### src/rtl/check_gen.sv
// Result checker: pops a result/expect pair, masks and compares them, keeps
// pass/fail statistics and writes a multi-word result record over Avalon-MM.
//
// state | meaning
// IDLE  | waiting for both FIFOs to hold data
// RD    | one-cycle pop of RES_FIFO and CHECK_FIFO
// CMP   | FIFO data valid: compare, update stats, latch record and address
// WB    | write record words MSB-first, holding outputs while waitrequest
module check_gen #(
  parameter int ADDR_WIDTH  = 20,
  parameter int DATA_WIDTH  = 16,
  parameter int RTF_WIDTH   = 24,
  parameter int CYCLE_RANGE = 5,
  parameter int SCC_WIDTH   = 5,
  parameter int SCD_WIDTH   = 24,
  parameter int CNT_WIDTH   = 16
) (
  input  logic                                clock,
  input  logic                                reset,
  output logic [ADDR_WIDTH-1:0]               mem_address,
  output logic [DATA_WIDTH/8-1:0]             mem_byteenable,
  output logic                                mem_write,
  output logic [DATA_WIDTH-1:0]               mem_writedata,
  input  logic                                mem_waitrequest,
  input  logic [RTF_WIDTH+CYCLE_RANGE:0]      rfifo_data,
  output logic                                rfifo_rdreq,
  input  logic                                rfifo_rdempty,
  input  logic [2*RTF_WIDTH+ADDR_WIDTH-1:0]   cfifo_data,
  output logic                                cfifo_rdreq,
  input  logic                                cfifo_rdempty,
  input  logic [SCC_WIDTH-1:0]                sc_cmd,
  input  logic [SCD_WIDTH-1:0]                sc_data,
  output logic                                sc_ready,
  output logic [CNT_WIDTH-1:0]                pass_count,
  output logic [CNT_WIDTH-1:0]                fail_count,
  output logic                                any_fail
);

  localparam int CHF_WIDTH  = 2*RTF_WIDTH + ADDR_WIDTH;
  localparam int RFF_WIDTH  = RTF_WIDTH + CYCLE_RANGE + 1;
  localparam int META_WIDTH = CYCLE_RANGE + 3;
  localparam int REC_WIDTH  = RTF_WIDTH + META_WIDTH;
  localparam int WORDS      = (REC_WIDTH + DATA_WIDTH - 1) / DATA_WIDTH;
  localparam int BUF_WIDTH  = WORDS * DATA_WIDTH;
  localparam int PAD        = BUF_WIDTH - REC_WIDTH;
  localparam int IDX_WIDTH  = (WORDS > 1) ? $clog2(WORDS) : 1;
  localparam logic [IDX_WIDTH-1:0] LAST_IDX = IDX_WIDTH'(WORDS - 1);

  localparam logic [SCC_WIDTH-1:0] CMD_BITMASK   = SCC_WIDTH'(1);
  localparam logic [SCC_WIDTH-1:0] CMD_MODE_ALL  = SCC_WIDTH'(2);
  localparam logic [SCC_WIDTH-1:0] CMD_MODE_FAIL = SCC_WIDTH'(3);
  localparam logic [SCC_WIDTH-1:0] CMD_CLR_STATS = SCC_WIDTH'(4);

  typedef enum logic [1:0] {S_IDLE, S_RD, S_CMP, S_WB} state_t;

  state_t                 state, state_nxt;
  logic [RTF_WIDTH-1:0]   bitmask;
  logic                   fail_only;
  logic [ADDR_WIDTH-1:0]  addr_q;
  logic [IDX_WIDTH-1:0]   idx_q;
  logic [BUF_WIDTH-1:0]   rec_q;
  logic                   rdreq;

  logic [RTF_WIDTH-1:0]   result_f, exp_f, dont_care_f, res_m, exp_m;
  logic [CYCLE_RANGE-1:0] cycles_f;
  logic                   timeout_f, fail_now;
  logic [ADDR_WIDTH-1:0]  caddr_f;
  logic [REC_WIDTH-1:0]   rec_raw;
  logic [BUF_WIDTH-1:0]   rec_next, rec_shift;
  logic                   unused_sc_data;

  assign result_f    = rfifo_data[RFF_WIDTH-1 -: RTF_WIDTH];
  assign cycles_f    = rfifo_data[CYCLE_RANGE:1];
  assign timeout_f   = rfifo_data[0];
  assign dont_care_f = cfifo_data[CHF_WIDTH-1 -: RTF_WIDTH];
  assign exp_f       = cfifo_data[ADDR_WIDTH+RTF_WIDTH-1 -: RTF_WIDTH];
  assign caddr_f     = cfifo_data[ADDR_WIDTH-1:0];

  assign res_m    = result_f & bitmask & ~dont_care_f;
  assign exp_m    = exp_f & bitmask & ~dont_care_f;
  assign fail_now = (res_m != exp_m);
  assign rec_raw  = {res_m, 1'b1, timeout_f, cycles_f, fail_now};
  assign rec_next = BUF_WIDTH'(rec_raw) << PAD;

  // Word 0 is the most significant slice of the left-justified record.
  assign rec_shift      = rec_q << (DATA_WIDTH * int'(idx_q));
  assign mem_writedata  = rec_shift[BUF_WIDTH-1 -: DATA_WIDTH];
  assign mem_address    = addr_q;
  assign mem_byteenable = '1;
  // Gated by reset so an aborted record never issues a write on the reset cycle.
  assign mem_write      = (state == S_WB) && !reset;
  assign rfifo_rdreq    = rdreq;
  assign cfifo_rdreq    = rdreq;
  assign sc_ready       = (state == S_IDLE) && rfifo_rdempty && cfifo_rdempty;
  assign unused_sc_data = ^sc_data;

  always_ff @(posedge clock) begin
    if (reset) state <= S_IDLE;
    else       state <= state_nxt;
  end

  always_comb begin
    state_nxt = state;
    rdreq     = 1'b0;
    case (state)
      S_IDLE: if (!rfifo_rdempty && !cfifo_rdempty) state_nxt = S_RD;
      S_RD: begin
        rdreq     = 1'b1;
        state_nxt = S_CMP;
      end
      S_CMP:  state_nxt = (fail_only && !fail_now) ? S_IDLE : S_WB;
      S_WB:   if (!mem_waitrequest && idx_q == LAST_IDX) state_nxt = S_IDLE;
      default: state_nxt = S_IDLE;
    endcase
  end

  always_ff @(posedge clock) begin
    if (reset) begin
      bitmask   <= '1;
      fail_only <= 1'b0;
    end else begin
      if (sc_cmd == CMD_BITMASK)   bitmask   <= sc_data[RTF_WIDTH-1:0];
      if (sc_cmd == CMD_MODE_ALL)  fail_only <= 1'b0;
      if (sc_cmd == CMD_MODE_FAIL) fail_only <= 1'b1;
    end
  end

  always_ff @(posedge clock) begin
    if (reset) begin
      pass_count <= '0;
      fail_count <= '0;
      any_fail   <= 1'b0;
    end else if (sc_cmd == CMD_CLR_STATS) begin
      pass_count <= '0;
      fail_count <= '0;
      any_fail   <= 1'b0;
    end else if (state == S_CMP) begin
      if (fail_now) begin
        if (fail_count != '1) fail_count <= fail_count + 1'b1;
      end else if (pass_count != '1) begin
        pass_count <= pass_count + 1'b1;
      end
      any_fail <= any_fail | fail_now;
    end
  end

  always_ff @(posedge clock) begin
    if (reset) begin
      addr_q <= '0;
      idx_q  <= '0;
      rec_q  <= '0;
    end else if (state == S_CMP) begin
      addr_q <= caddr_f;
      idx_q  <= '0;
      rec_q  <= rec_next;
    end else if (state == S_WB && !mem_waitrequest) begin
      addr_q <= addr_q + 1'b1;
      idx_q  <= idx_q + 1'b1;
    end
  end

endmodule

### config.mk
export PLATFORM = sky130hd
export DESIGN_NAME = check_gen
export DESIGN_NICKNAME = d
export VERILOG_FILES = /design/src/rtl/check_gen.sv
export SDC_FILE = /design/constraint.sdc
export NUM_CORES = 1
export LEC_CHECK = 0
export CAP_MARGIN = 20
export CORE_MARGIN = 4
export CORE_UTILIZATION = 45
export CTS_BUF_LIST = sky130_fd_sc_hd__clkbuf_16
export DETAILED_ROUTE_END_ITERATION = 8
export PLACE_DENSITY = 0.81
export SYNTH_ARGS = -nofsm -noshare
export SYNTH_HDL_FRONTEND = slang
export SYNTH_SLANG_ARGS = --single-unit
### constraint.sdc
create_clock -name clock -period 2.7 [get_ports clock]
set_input_delay 0.54 -clock clock [delete_from_list [all_inputs] [get_ports clock]]
set_output_delay 0.54 -clock clock [all_outputs]
set_load 0.1 [all_outputs]
==> results of run 1 <==
-- power breakdown --
part	internal (mW)	switching [mW]	leakage, nW
clock network	1.44	0.789	0.286
registers	1.73	0.0565	0.917
logic	0.373	0.596	2.08
-- metrics by stage --
step	hold slack (ps)	setup slack, ps	utilization
finish	443	261	0.703
global route	459	129	0.703
CTS	447	306	0.703
detailed placement	441	-122	0.655
global placement	437	-52.8	0.655
floorplan	428	93.4	-
-- registers in the layout (all words and copies together), names as in the netlist --
signal and flops:
any_fail 1, bitmask 24, fail_count 16, fail_only 1
idx_q 1, mem_address 20, pass_count 16, rec_q 32
state 2
-- layout by cell type, fill, tap and decap left out, types with 4 or more instances in the layout --
| master | Yosys | routed |
|---|---|---|
| clkdlybuf4s50_1 | 0 | 130 |
| dfxtp_1 | 113 | 111 |
| and3_1 | 14 | 14 |
| inv_1 | 5 | 5 |
| nor2_1 | 40 | 39 |
| clkbuf_16 | 0 | 17 |
| nand3_1 | 51 | 51 |
| xor2_1 | 34 | 34 |
| xnor2_1 | 9 | 9 |
| nand2_1 | 115 | 115 |
| nand3b_1 | 26 | 26 |
| nor2b_1 | 27 | 25 |
| mux2_2 | 16 | 16 |
| or4_1 | 17 | 17 |
| buf_12 | 0 | 19 |
| nor4_1 | 4 | 4 |
| nor3_1 | 12 | 11 |
| a211oi_1 | 17 | 17 |
| o21ai_0 | 7 | 7 |
| nand4_1 | 8 | 8 |
| o31ai_1 | 15 | 14 |
| clkinv_2 | 0 | 5 |
| a22oi_1 | 12 | 12 |
| a21oi_1 | 54 | 54 |
| buf_4 | 5 | 73 |
-- path summary, 6_finish.rpt --
kind                  start              to  slack [ps]  cells past startpoint
min               rec_q[15]       rec_q[15]         440                      2
max          rfifo_data[23]   pass_count[4]         260                      7
max reg2reg   fail_count[0]  fail_count[14]         510                      6
min reg2reg       rec_q[15]       rec_q[15]         440                      2
-- tightest hold or removal path: cells and delay by family, from the launching register on --
family	cells	cell delay (ps)
flops	1	300
simple gates	1	50
compound gates	1	50
-- area by class of cell --
cell class	count	share of cell area
Multi-Input combinational cell	533	0.380
Timing Repair Buffer	223	0.260
Tap cell	168	0.0245
Sequential cell	113	0.264
Inverter	5	0.00218
Antenna cell	1	0.000291
Clock buffer	17	0.0495
Clock inverter	15	0.0195
-- routing by layer --
metal,global-route usage,vias to the layer above
li1,-,2884
met1,0.290,2802
met2,0.427,266
met3,0.0786,51
met4,0.113,0
met5,0,-
-- logic make-up (layout without fill, tap and decap cells) --
group / count (synthesis) / count (layout) / share of synthesized area
AOI/OAI and AO/OA: 131 / 131 / 0.152
xor gates and xnor gates: 43 / 43 / 0.0659
adders and majority gates: 3 / 3 / 0.00657
buffers and inverters: 50 / 260 / 0.0381
DFF: 113 / 113 / 0.396
muxes: 18 / 18 / 0.0350
other: 1 / 3 / 0.000656
and+or+nand+nor: 336 / 336 / 0.306
==> reports/qor.yml, run 1 <==
synthCells: 695
finalSetupViolations: 0
syn_area_sq_um: 5720
total_power_mw: 4.99
final.setup.tns_ps: 0
wl_microns: 18300
seqCellArea_sq_um: 2260
postCtsSetupRepairBufs: 0
grt.total_usage: 0.251
total_leakage_power_nw: 3.29
ys_async_sr_fraction: 0
synth.distinct_cells: 59
fp.dieH_microns: 121
yosysMostFrequentCell: "nand2_1"
vias: 6003
path_buf_inv: 1
period_share: 0.903
cts_tree: "done"
clk_pin_slew_ps: 50
dpl_cell_area_sq_um: 7990
ys.warnings.count: 0
synth_top_area_share: 0.396
top_layer_used: "met4"
ys_ff_latch: 113
path_cells: "clkdlybuf4s50_1, xor2_1, a22oi_1, and4_4, nand3_4, or4_1, a21oi_1"
layout-drive-gt1-share: 0.180
finalNonFillerCells: 1075
hpwlAfterDp_microns: 13700
die_area_sq_um: 14600
dr_wl_met3_microns: 1510
wl_met2_microns: 9060
globalplace.congestion: 0.848
ctsResizeCount: 0
status: "finished clean"
drtIter0Drc: 679
multi_input_area_sq_um: 3270
core-area_sq_um: 12200
layout_min_cycle_time_ps: 2440
powerDensity_nw_per_um2: 580
yosys-top-cells-count: "115 x nand2_1, 113 x dfxtp_1, 54 x a21oi_1"
antenna_left: 0
cp.required_ps: 3040
worstPathArrival_ps: 2780
cpLargestDelayFamily: "simple AND/OR/NAND/NOR gates"
rows: 40
portBuffers: 204
slew_headroom: 0.470
antenna_found_initial: 1
grt_max_degree: 81
htreeDepth: 4
synth_top_area_cell: "dfxtp_1"
finalClockSkew_ps: 6.63
met1_length_microns: 7190
cp_slowest_stage_delay_ps: 580
cp_slowest_cell: "or4_1"
wl_per_cell_microns: 17.1
grt_overflow: 0
slew_viol_final: 0
cp-start-kind: "primary input"
worstSetupEndpointType: "register"
drc_errors: 0
cts_buffer_depth: 2
n_fill_cell: 986
die-width_microns: 121
cts_num_sinks: 113
max_freq_ghz: 0.410
hold_violations: 0
dr.pass1.iters: 5
place_inst: 1042
ys_top_cells_by_area: "dfxtp_1 40%, nand2_1 7.6%, xor2_1 5.2%, a21oi_1 4.7%, nand3_1 4.5%"
synthToLayoutAreaGrowth_pct: 50.3
numCtsBuffers: 17
worst_pin_slew_ps: 795
grt_pass1_vias: 6003
vias_per_cell: 5.58
cap_violations: 0
syn_area_per_cell_sq_um: 8.23
final_area_sq_um: 8590
ys_seq_area_frac: 0.396
nets: 1028
rsz0062_at_grt: "false"
ys.flop_type: "dfxtp_1"
grt_pass1_wl_microns: 29200
clockRootBuffer: "clkbuf_16"
clk-insertion-delay-late_ps: 410
synth_edf_count: 0
min_path_type: "reg2reg"
worstPathMaxFanout: 28
ir_drop_uv: 377
crit_type: "in2reg"
cts_hold_buf: 0
ioPinCount: 207
initial_utilization: 0.468
No activity file was read; power rests on OpenSTA's default activity.
==> inputs of run 2 (changes only) <==
--- a/config.mk
+++ b/config.mk
@@ -11,6 +11,7 @@
 export CTS_BUF_LIST = sky130_fd_sc_hd__clkbuf_16
 export DETAILED_ROUTE_END_ITERATION = 8
 export PLACE_DENSITY = 0.81
+export SETUP_SLACK_MARGIN = 0.2
 export SYNTH_ARGS = -nofsm -noshare
 export SYNTH_HDL_FRONTEND = slang
 export SYNTH_SLANG_ARGS = --single-unit
==> reports/qor.yml, run 2 (same netlist as run 1, synthesis figures left out) <==
path_cells: "clkdlybuf4s50_1, xor2_1, a22oi_1, and4_2, and3_1, buf_12, or4_1, a21oi_1"
largest_register_ffs: 32
htreeDepth: 4
hpwlAfterDp_microns: 13900
globalplace.congestion: 0.874
cp-start-kind: "primary input"
die_area_sq_um: 14600
nets: 1031
cts_num_sinks: 113
clk-insertion-delay-late_ps: 410
cap_violations: 0
total_leakage_power_nw: 3.29
reg2regPathDepth: 6
die-width_microns: 121
n_fill_cell: 970
cp.required_ps: 3040
core-area_sq_um: 12200
wl_microns: 18700
wl_per_cell_microns: 17.4
status: "finished clean"
dr.pass1.iters: 5
cpLargestDelayFamily: "simple AND/OR/NAND/NOR gates"
antenna_found_initial: 1
worstSetupEndpointType: "register"
whs_path_depth: 2
cts_hold_buf: 0
portBuffers: 204
final_area_sq_um: 8580
min_path_type: "reg2reg"
rows: 40
slew_headroom: 0.482
path_buf_inv: 2
place_ws_ps: -190
dpl_cell_area_sq_um: 8030
synthToLayoutAreaGrowth_pct: 50.0
vias: 6067
grt_pass1_wl_microns: 29200
ioPinCount: 207
numCtsBuffers: 17
fin_ws_ps: 353
final.setup.tns_ps: 0
clockRootBuffer: "clkbuf_16"
hold_violations: 0
cp_slowest_stage_delay_ps: 500
cts_tree: "done"
crit_type: "in2reg"
slew_viol_final: 0
final_common_cell: "clkdlybuf4s50_1"
grt_pass1_vias: 6041
cp_num_cells: 8
ir_drop_uv: 417
layout-drive-gt1-share: 0.181
drc_errors: 0
initial_utilization: 0.468
finalSetupViolations: 0
worst_pin_slew_ps: 777
vias_per_cell: 5.64
finalClockSkew_ps: 6.80
cts_buffer_depth: 2
worstPathMaxFanout: 19
grt_max_degree: 81
antenna_left: 0
drtIter0Drc: 690
powerDensity_nw_per_um2: 561
worstPathArrival_ps: 2680
final_cell_mix: "130 x clkdlybuf4s50_1, 115 x nand2_1, 105 x dfxtp_1, 74 x buf_4, 54 x a21oi_1"
grt.total_usage: 0.252
rsz0062_at_grt: "false"
reg2reg_slack_ps: 500
layout_min_cycle_time_ps: 2350
grt_overflow: 0
fp.dieH_microns: 121
cp_slowest_cell: "clkdlybuf4s50_1"
regMostFlops: "rec_q"
max_freq_ghz: 0.426
period_share: 0.869
clk_pin_slew_ps: 50
run 2: cell count changes in the layout (fill, tap and decap cells not counted), moves of 3 or more:
cell and change:
clkinv_1 +5, clkinvlp_4 -3, dfxtp_2 +6, dfxtp_1 -6
run 2: report_power, final:
group | internal [mW] | switching [mW]
clock | 1.31 | 0.734
sequential | 1.73 | 0.0572
combinational | 0.377 | 0.601
run 2: timing repair:
item | in CTS | in global routing
gates resized for setup | 0 | 1
buffers inserted | 0 | 0
setup endpoints to repair | 0 | 11
run 2: area by class of cell:
cell class | instances | area, sq um | area share
repair buffers | 225 | 2260 | 0.264
multi-input cells | 534 | 3280 | 0.382
diodes | 1 | 2.50 | 0.000292
clock inverters | 13 | 105 | 0.0123
inverters | 5 | 18.8 | 0.00219
well taps | 168 | 210 | 0.0245
clock buffers | 17 | 425 | 0.0496
flip-flops and latches | 113 | 2270 | 0.265
run 2: metrics by stage:
stage | hold slack, ps | cells | power (mW) | util
2_1_floorplan | 428 | 696 | 2.40 | -
3_3_place_gp | 436 | 1044 | 2.77 | 0.657
3_5_place_dp | 444 | 1044 | 2.79 | 0.657
4_1_cts | 450 | 1074 | 4.83 | 0.701
5_1_grt | 472 | 1076 | 4.97 | 0.702
6_report | 447 | 1076 | 4.81 | 0.702
run 2: worst paths after layout:
path | endpoint | startpoint
worst max-delay path | fail_count[8] | rfifo_data[22]
worst min-delay path | rec_q[30] | rec_q[30]
worst max register to register | fail_count[8] | fail_count[0]
worst min register to register | rec_q[30] | rec_q[30]
run 2: tightest hold or removal path, delay by kind of cell (launching register included):
family | cells | cell delay [ps]
flip-flops | 1 | 300
AND/OR/NAND/NOR | 1 | 50
AO/OA/AOI/OAI | 1 | 50
run 2: metal layers:
layer  wire length [microns]  vias to the layer above  GRT usage
li1                        -                     2890          -
met1                    6870                     2817      0.273
met2                    9340                      303      0.436
met3                    1830                       57     0.0917
met4                     687                        0      0.123
met5                       0                        -          0
==> inputs of run 3 (changes only) <==
--- a/config.mk
+++ b/config.mk
@@ -9,6 +9,7 @@
 export CORE_MARGIN = 4
 export CORE_UTILIZATION = 45
 export CTS_BUF_LIST = sky130_fd_sc_hd__clkbuf_16
+export CTS_CLUSTER_SIZE = 14
 export DETAILED_ROUTE_END_ITERATION = 8
 export PLACE_DENSITY = 0.81
 export SETUP_SLACK_MARGIN = 0.2
==> results of run 3 <==
Same layout as run 2: the final DEF is identical, and so are final timing and power.
